$ cat src/rtl/qed_issue_sequencer.sv
// Issue sequencer for the SQED harness: forwards original instructions to the core while caching them,
// then replays the cached words as duplicates. It also tracks commits to flag a consistency checkpoint.
module qed_issue_sequencer #(
  parameter int DEPTH   = 8,
  parameter int ADDR_W  = 3,
  parameter int CNT_W   = 8,
  parameter int INSTR_W = 32
) (
  input  logic               clk,
  input  logic               rst,
  input  logic               exec_dup,
  input  logic               ifu_valid,
  input  logic [INSTR_W-1:0] ifu_instr,
  output logic               ifu_ready,
  output logic               core_valid,
  output logic [INSTR_W-1:0] core_instr,
  output logic               core_is_dup,
  input  logic               core_ready,
  input  logic               commit_valid,
  input  logic               commit_is_dup,
  output logic [CNT_W-1:0]   qed_num_orig,
  output logic [CNT_W-1:0]   qed_num_dup,
  output logic               qed_mode,
  output logic               qed_ready,
  output logic               q_full,
  output logic               q_empty
);

  typedef enum logic {S_ORIG = 1'b0, S_DUP = 1'b1} state_e;

  localparam logic [ADDR_W:0]  FULL_CNT = (ADDR_W+1)'(DEPTH);
  localparam logic [CNT_W-1:0] CNT_MAX  = '1;

  state_e               state_q, state_d;
  logic [INSTR_W-1:0]   cache_q [DEPTH];
  logic [ADDR_W-1:0]    head_q, head_d, tail_q, tail_d;
  logic [ADDR_W:0]      count_q, count_d;
  logic [CNT_W-1:0]     iss_orig_q, iss_orig_d, iss_dup_q, iss_dup_d;
  logic [CNT_W-1:0]     num_orig_q, num_orig_d, num_dup_q, num_dup_d;
  logic                 ready_q, ready_d;
  logic                 push, pop;

  function automatic logic [CNT_W-1:0] sat_inc(input logic [CNT_W-1:0] v, input logic en);
    return (en && (v != CNT_MAX)) ? v + CNT_W'(1) : v;
  endfunction

  assign q_full       = (count_q == FULL_CNT);
  assign q_empty      = (count_q == '0);
  assign qed_mode     = (state_q == S_DUP);
  assign qed_num_orig = num_orig_q;
  assign qed_num_dup  = num_dup_q;
  assign qed_ready    = ready_q;

  always_comb begin
    state_d     = state_q;
    ifu_ready   = 1'b0;
    core_valid  = 1'b0;
    core_instr  = ifu_instr;
    core_is_dup = 1'b0;
    push        = 1'b0;
    pop         = 1'b0;

    if (state_q == S_ORIG) begin
      core_valid = ifu_valid & ~q_full;
      ifu_ready  = core_ready & ~q_full;
      push       = ifu_valid & core_ready & ~q_full;
    end else begin
      core_valid  = ~q_empty;
      core_instr  = cache_q[head_q];
      core_is_dup = 1'b1;
      pop         = ~q_empty & core_ready;
    end

    head_d     = pop  ? head_q + ADDR_W'(1) : head_q;
    tail_d     = push ? tail_q + ADDR_W'(1) : tail_q;
    count_d    = count_q + (ADDR_W+1)'(push) - (ADDR_W+1)'(pop);
    iss_orig_d = sat_inc(iss_orig_q, push);
    iss_dup_d  = sat_inc(iss_dup_q, pop);

    // A same-cycle push is already in count_d, so it is replayed too.
    if (state_q == S_ORIG) begin
      if ((count_d != '0) && (exec_dup || (count_d == FULL_CNT))) state_d = S_DUP;
    end else if (count_d == '0) begin
      state_d = S_ORIG;
    end

    num_orig_d = sat_inc(num_orig_q, commit_valid & ~commit_is_dup);
    num_dup_d  = sat_inc(num_dup_q, commit_valid & commit_is_dup);

    ready_d = (state_d == S_ORIG) && (count_d == '0) &&
              (num_orig_d == num_dup_d) && (num_orig_d != '0) &&
              (num_orig_d == iss_orig_d) && (num_dup_d == iss_dup_d);
  end

  always_ff @(posedge clk) begin
    if (rst) begin
      state_q    <= S_ORIG;
      head_q     <= '0;
      tail_q     <= '0;
      count_q    <= '0;
      iss_orig_q <= '0;
      iss_dup_q  <= '0;
      num_orig_q <= '0;
      num_dup_q  <= '0;
      ready_q    <= 1'b0;
      for (int i = 0; i < DEPTH; i++) cache_q[i] <= '0;
    end else begin
      state_q    <= state_d;
      head_q     <= head_d;
      tail_q     <= tail_d;
      count_q    <= count_d;
      iss_orig_q <= iss_orig_d;
      iss_dup_q  <= iss_dup_d;
      num_orig_q <= num_orig_d;
      num_dup_q  <= num_dup_d;
      ready_q    <= ready_d;
      if (push) cache_q[tail_q] <= ifu_instr;
    end
  end

endmodule

$ cat config.mk
export PLATFORM = sky130hd
export DESIGN_NAME = qed_issue_sequencer
export DESIGN_NICKNAME = d
export VERILOG_FILES = /design/src/rtl/qed_issue_sequencer.sv
export SDC_FILE = /design/constraint.sdc
export NUM_CORES = 1
export LEC_CHECK = 0
export ABC_AREA = 0
export BUFFER_PORTS_ARGS = -buffer_cell sky130_fd_sc_hd__buf_2
export CELL_PAD_IN_SITES_DETAIL_PLACEMENT = 0
export CELL_PAD_IN_SITES_GLOBAL_PLACEMENT = 1
export CORE_AREA = 2 2 144 203
export DETAILED_ROUTE_END_ITERATION = 6
export DIE_AREA = 0 0 146 205
export GPL_TIMING_DRIVEN = 1
export PLACE_DENSITY_LB_ADDON = 0.1
export RECOVER_POWER = 50
export SYNTH_ARGS = -nofsm -noshare
export SYNTH_HDL_FRONTEND = slang
export SYNTH_SLANG_ARGS = --single-unit
$ cat constraint.sdc
create_clock -name clk -period 3.38 [get_ports clk]
set_input_delay 0.338 -clock clk [delete_from_list [all_inputs] [get_ports clk]]
set_output_delay 0.338 -clock clk [all_outputs]
set_load 0.02 [all_outputs]
==> results of run 1 <==
## kinds of logic (layout without fill, tap and decap cells)
| kind of cell | count (synthesis) | after routing | synth area share |
|---|---|---|---|
| and+or+nand+nor | 457 | 457 | 0.186 |
| DFF | 303 | 303 | 0.608 |
| muxes | 107 | 107 | 0.132 |
| buffers and inverters | 70 | 191 | 0.0192 |
| AOI/OAI and AO/OA | 65 | 65 | 0.0274 |
| xor gates and xnor gates | 25 | 25 | 0.0154 |
| adders and majority gates | 12 | 12 | 0.0111 |
| other | 0 | 1 | 0 |
## final timing paths
check / endpoint / slack (ps)
worst max-delay path: core_instr[5] / 390
worst min-delay path: tail_q[2] / 150
worst max register to register: cache_q[7][1] / 440
worst min register to register: register / 480
## layout by cell type, fill, tap and decap left out, drive strengths merged, types with 4 or more instances in the layout
master  netlist  layout
clkbuf       46      63
nand2        23      23
o21ai         9       9
buf          12      95
mux4         64      64
or2          12      12
a21o          4       4
a211oi        4       4
nor4          8       8
nor2b         6       6
inv          12      12
mux2i        41      41
and4          4       4
xor2          9       9
ha           11      11
a21oi        39      39
nor2         79      79
and3          6       6
and2        257     257
xnor2        16      16
nand3        17      17
clkinv        0      17
nor3         12      12
edfxtp      256     256
nand4         6       6
nand2b        8       8
dfxtp        47      47
## layer usage
metal,GRT usage,vias to the layer above,share of wire
li1,-,3999,-
met1,0.274,4244,0.40
met3,0.0261,41,0.036
met5,0,-,0
met2,0.425,160,0.54
met4,0.0541,0,0.017
## synthesized netlist by cell type, drive strengths merged, types with 4 or more instances
library cell | count | area share
a21oi | 39 | 0.014
a21o | 4 | 0.0021
and3 | 6 | 0.0026
nor2 | 79 | 0.021
edfxtp | 256 | 0.54
nand2 | 23 | 0.0061
or2 | 12 | 0.0053
xnor2 | 16 | 0.0099
nand2b | 8 | 0.0035
nand4 | 6 | 0.0026
and2 | 257 | 0.11
mux2i | 41 | 0.029
o21ai | 9 | 0.0032
nand3 | 17 | 0.0069
nor2b | 6 | 0.0026
ha | 11 | 0.0097
buf | 12 | 0.0039
and4 | 4 | 0.0025
mux4 | 64 | 0.10
a211oi | 4 | 0.0028
dfxtp | 47 | 0.066
nor3 | 12 | 0.0042
xor2 | 9 | 0.0056
inv | 12 | 0.0032
clkbuf | 46 | 0.012
nor4 | 8 | 0.0035
## worst max-delay path, stage by stage, from the launching register on
cell and delay [ps]:
dfxtp_1 1230, buf_12 300, mux2i_1 270, a21oi_1 90, buf_2 190
## registers in the layout, indices dropped and copies added (netlist names), named ones only
register / count
tail_q: 3
qed_mode: 1
iss_dup_q: 8
qed_ready: 1
cache_q: 256
iss_orig_q: 8
qed_num_orig: 8
qed_num_dup: 8
head_q: 3
count_q: 4
## layout make-up
class                           instances  area (µm²)  share of cell area
Antenna cell                            1        2.50            0.000155
Tap cell                              375         469              0.0291
Timing Repair Buffer                  124         761              0.0472
Clock buffer                           34         807              0.0500
Sequential cell                       303        8630               0.535
Clock inverter                         21         139             0.00861
Inverter                               12        45.0             0.00279
Multi-Input combinational cell        666        5270               0.327
## report_power, final
part	total [mW]	internal [mW]	switching (mW)
combinational	1.87	0.737	1.14
clock	3.20	1.78	1.41
sequential	4.33	4.24	0.0982
## stage by stage
| stage | power [mW] | cells | setup slack, ps | hold slack, ps |
|---|---|---|---|---|
| final | 9.41 | 1536 | 386 | 146 |
| after global routing | 9.82 | 1535 | 152 | 154 |
| after CTS | 9.55 | 1535 | 453 | 131 |
| after detailed placement | 6.37 | 1480 | 490 | 476 |
| after global placement | 6.35 | 1480 | 549 | 484 |
| after floorplan | 5.73 | 1039 | 378 | 454 |
==> metrics.md, run 1 <==
| Metric | Value |
|---|---|
| Starting DRT DRC Count | approximately 480 |
| Final Setup Violations | 0 |
| H-Tree Depth | 1 |
| CTS buffer count | 30 |
| Post-synthesis cell area | 14200 µm² |
| Cts-stage hold buffer count | 0 |
| Crit Path Class | register to output port |
| Post-place instance area | roughly 15000 µm² |
| HP Class | primary input to register |
| Hold_sp | rst |
| DRC Markers | 0 |
| Relative slew slack | 0.0903 |
| Final layout net count | between 1000 and 1500 |
| Fraction of registers with async set/reset | 0 |
| DRT Pass-1 Iters | 4 |
| VDD IR max | 0.443 mV |
| Period utilisation layout | 0.886 |
| CP Capture Type | output port |
| Antenna violations before repair | 1 |
| Total GRT Usage | 0.225 |
| Crit path max fanout | 17 |
| F_max | about 330 MHz |
| Die area | between 20000 and 30000 µm² |
| P&R area growth vs syn | 13.8% |
| Register area share after synthesis | 0.608 |
| Post-route ant nets | 0 |
| First-pass GRT wire length | between 50000 and 60000 µm |
| RSZ-0062 raised after global routing | no |
| PD cells | 583 nW/µm² |
| Crit path launch type | register |
| Final Slew Violations | 0 |
| Final core occ | 0.573 |
| Final Critical Period | around 3000 ps |
| Min-Delay Path Depth | 2 |
| Post-synth EDFFs | about 260 |
| Final Wtd Congestion | about 0.8 |
| Worst-case clock buffer depth | 3 |
| Routed len/inst | roughly 21 µm |
| Routed vias | around 8400 |
| Crit path DAT | ~2700 ps |
| Main synth FF type | edfxtp_1 |
| Die W | ~150 µm |
| Ports | 94 |
| Vias in the first global route | between 8000 and 9000 |
| Cells after synthesis | slightly above 1000 |
| Req. time, crit path | around 3000 ps |
| RR Startpoint | qed_mode |
| Initial Util | 0.504 |
| Leak | between 5 and 6 nW |
| Die height | roughly 200 µm |
| Largest net degree at the start of global routing | 65 |
| Final Hold Violating Endpoints | 0 |
| Distinct cells, synth | 53 |
| Via density | 5.50 |
| YS warnings | 0 |
| Final instance area | between 15000 and 20000 µm² |
| Clk root buf | clkbuf_16 |
| Cts repair resizes | 0 |
| Status | complete, no violations |
| Worst reg2reg path depth | 7 |
| Core Rows | 73 |
| Routed WL | 32800 µm |
| Syn avg cell area | roughly 14 µm² |
| Layout cells sized above 1 | 0.197 |
| HPWL after DPL | 19300 µm |
| Clk_lat worst skew | around 560 ps |
| Syn_nets | ~1100 |
| Max-Cap Viols | 0 |
| Clock sink count | ~300 |
| Post-synthesis register bit count | ~300 |
| Worst-Margin Slew | 1360 ps |
| Post-CTS Setup Bufs | 0 |
| FILL cells | approximately 2400 |
| Core Region | approximately 28000 µm² |
| Port bufs | 93 |
| Clock Skew | between 8 and 9 ps |
| CTS tree | built |
| Worst-path clk slew | roughly 60 ps |
| Grt ovf | 0 |
| Final TNS setup | 0 ps |
(Power assumes the default switching activity.)
==> run 2: changes to the inputs <==
--- a/config.mk
+++ b/config.mk
@@ -13,8 +13,9 @@
 export DETAILED_ROUTE_END_ITERATION = 6
 export DIE_AREA = 0 0 146 205
 export GPL_TIMING_DRIVEN = 1
-export PLACE_DENSITY_LB_ADDON = 0.1
-export RECOVER_POWER = 50
+export PLACE_DENSITY_LB_ADDON = 0.2
+export RECOVER_POWER = 25
+export SKIP_LAST_GASP = 1
 export SYNTH_ARGS = -nofsm -noshare
 export SYNTH_HDL_FRONTEND = slang
 export SYNTH_SLANG_ARGS = --single-unit
==> metrics.md, run 2 (synthesis gave the netlist of run 1 again) <==
| Metric | Value |
|---|---|
| Status | complete, no violations |
| Vias in the first global route | 8840 (+1.3%) |
| DRC Markers | 0 (unchanged) |
| Ports | 94 (unchanged) |
| Crit path max fanout | 46 (+29) |
| DRT Pass-1 Iters | 5 (+1) |
| Routed vias | 8434 (-0.12%) |
| Clock sink count | 303 (unchanged) |
| Crit Path Class | register to register |
| Req. time, crit path | 3570 ps (+530 ps) |
| First-pass GRT wire length | 50700 µm (-0.49%) |
| Cell Count, Final, Fillers Out | 1544 (+0.52%) |
| Crit path launch type | register |
| PD cells | 588 nW/µm² (+0.81%) |
| Logic pwr share | 0.196 (-0.003) |
| Clk root buf | clkbuf_16 |
| Core Rows | 73 (unchanged) |
| Number of antenna diodes | 0 (-1) |
| Clock share of power | 0.348 (+0.008) |
| Largest Register | cache_q |
| Max-Cap Viols | 0 (unchanged) |
| HP Class | primary input to register |
| Final layout net count | 1196 (+0.67%) |
| Cell count after placement | 1488 (+0.54%) |
| Top Family by Delay on Critical Path | buffers and inverters |
| Internal Power | 6.87 mW (+1.7%) |
| Period utilisation layout | 0.893 (+0.00744) |
| Total GRT Usage | 0.223 (-0.00185) |
| Most frequent cells in the layout | and2_1, edfxtp_1, nor2_1 |
| Routed WL | 32400 µm (-1.0%) |
| P&R area growth vs syn | 14.0% |
| RR Endpoint | cache_q[5][3] |
| FILL cells | 2361 (-1.9%) |
| Relative slew slack | 0.351 (+0.261) |
| Min-Delay Path Depth | 2 (unchanged) |
| Critical path's largest stage delay | 560 ps (-670 ps) |
| Final Slew Violations | 0 (unchanged) |
| Starting DRT DRC Count | 452 (-6.2%) |
| Routed len/inst | 21.0 µm (-1.5%) |
| CTS buffer count | 30 (unchanged) |
| Grt ovf | 0 (unchanged) |
| Worst-Margin Slew | 973 ps (-389 ps) |
| Die W | 146 µm (unchanged) |
| Cts repair resizes | 0 (unchanged) |
| Die area | 29900 µm² (unchanged) |
| Worst-case clock buffer depth | 3 (unchanged) |
| Worst Hold Endpoint | tail_q[0] |
| Crit path DAT | 3210 ps (+550 ps) |
| Sw frac | 0.277 (-0.00487) |
| Final Hold Violating Endpoints | 0 (unchanged) |
| HPWL after DPL | 19500 µm (+1.3%) |
| Initial Util | 0.504 (unchanged) |
| Final Critical Period | 3020 ps (+25.2 ps) |
| CTS tree | built |
| Leak | 5.86 nW (+1.3%) |
| Largest register FFs | 256 (unchanged) |
| Post-route ant nets | 0 (unchanged) |
| Die height | 205 µm (unchanged) |
| Worst Setup SP | qed_mode |
| RSZ-0062 raised after global routing | no |
| CP Capture Type | register |
| Post-CTS Setup Bufs | 0 (unchanged) |
| Crit path cell chain | clkbuf_2 > nor4bb_1 > clkbuf_1 > nand2_1 > nor3_1 > or2_2 > clkbuf_2 |
| Layout cells sized above 1 | 0.205 (+0.00789) |
| Clk_lat worst skew | 560 ps (about the same) |
| Cts-stage hold buffer count | 0 (unchanged) |
| Final TNS setup | 0 ps (unchanged) |
| Final Power | 9.51 mW (+1.1%) |
| Area of the multi-input gates | 5300 µm² (+0.52%) |
| Hold_sp | rst |
| RR Startpoint | qed_mode |
| Antenna violations before repair | 1 (unchanged) |
| Worst-path clk slew | 60 ps (about the same) |
| Final Setup Violations | 0 (unchanged) |
| F_max | 331 MHz (-0.83%) |
| FF+latch area | 8630 µm² (unchanged) |
| Port bufs | 93 (unchanged) |
| VDD IR max | 0.388 mV (-12%) |
| Worst reg2reg path depth | 7 (unchanged) |
| Bufs and invs on worst path | 3 (+1) |
| Reg power frac | 0.456 (-0.005) |
| Via density | 5.46 (-0.64%) |
| Most frequent CP cell | clkbuf_2 |
| Final Wtd Congestion | 0.797 (+0.23%) |
| Highest-delay cell along the critical path | clkbuf_2 |
| Core Region | 28100 µm² (unchanged) |
| H-Tree Depth | 1 (unchanged) |
| Largest net degree at the start of global routing | 47 (-28%) |
| Clock Skew | 9.16 ps (+0.394 ps) |
| Reg2Reg Setup Slack | 360 ps (-80 ps) |
| P_sw | 2.63 mW (-0.69%) |
[run 2: cell types whose count changed in the layout (fill, tap and decap cells not counted), moves of 2 or more]
cell and delta:
buf_4 +13, nor3_2 +2, buf_12 -7, clkinv_2 -5, clkbuf_8 +2, clkinvlp_4 +2, nor4_1 -2, and2_1 +52
clkbuf_4 +2, clkbuf_1 +2, nor3_1 -2, nor4_2 +2, and2_0 -52
[run 2: power groups by stage]
stage	logic, mW	registers (mW)	clock network, mW
floorplan	1.34	4.38	0
global placement	1.92	4.41	0
detailed placement	1.94	4.42	0
CTS	1.94	4.34	3.36
global route	2.06	4.35	3.51
finish	1.87	4.33	3.31
[run 2: worst max-delay path by stage]
stage | to | slack [ps] | depth (start not counted)
after floorplan | cache_q[2][0] | 380 | 8
after global placement | qed_ready | 550 | 14
after detailed placement | qed_ready | 480 | 14
after CTS | core_instr[15] | 420 | 5
after global routing | cache_q[5][31] | 110 | 7
final | cache_q[5][3] | 360 | 7
[run 2: routing by layer]
layer | vias to the layer above | wire length (µm) | global-route usage
met5 | - | 13 | 0
met4 | 2 | 720 | 0.0621
met3 | 46 | 1370 | 0.0267
met2 | 191 | 17500 | 0.417
met1 | 4192 | 12900 | 0.272
li1 | 4003 | - | -
[run 2: final cells by class]
cell class	instances	share of cell area
repair buffers	132	0.0453
clock buffers	37	0.0518
flip-flops and latches	303	0.534
multi-input cells	666	0.328
clock inverters	19	0.00929
inverters	12	0.00279
well taps	375	0.0290
[run 2: per-stage QoR]
step,util,area (µm²),worst slack [ps],hold WS [ps]
after floorplan,-,14200,378,454
after detailed placement,0.542,15300,479,481
after CTS,0.577,16200,421,136
after global placement,0.542,15300,548,488
after global routing,0.575,16200,105,157
final,0.575,16200,360,150
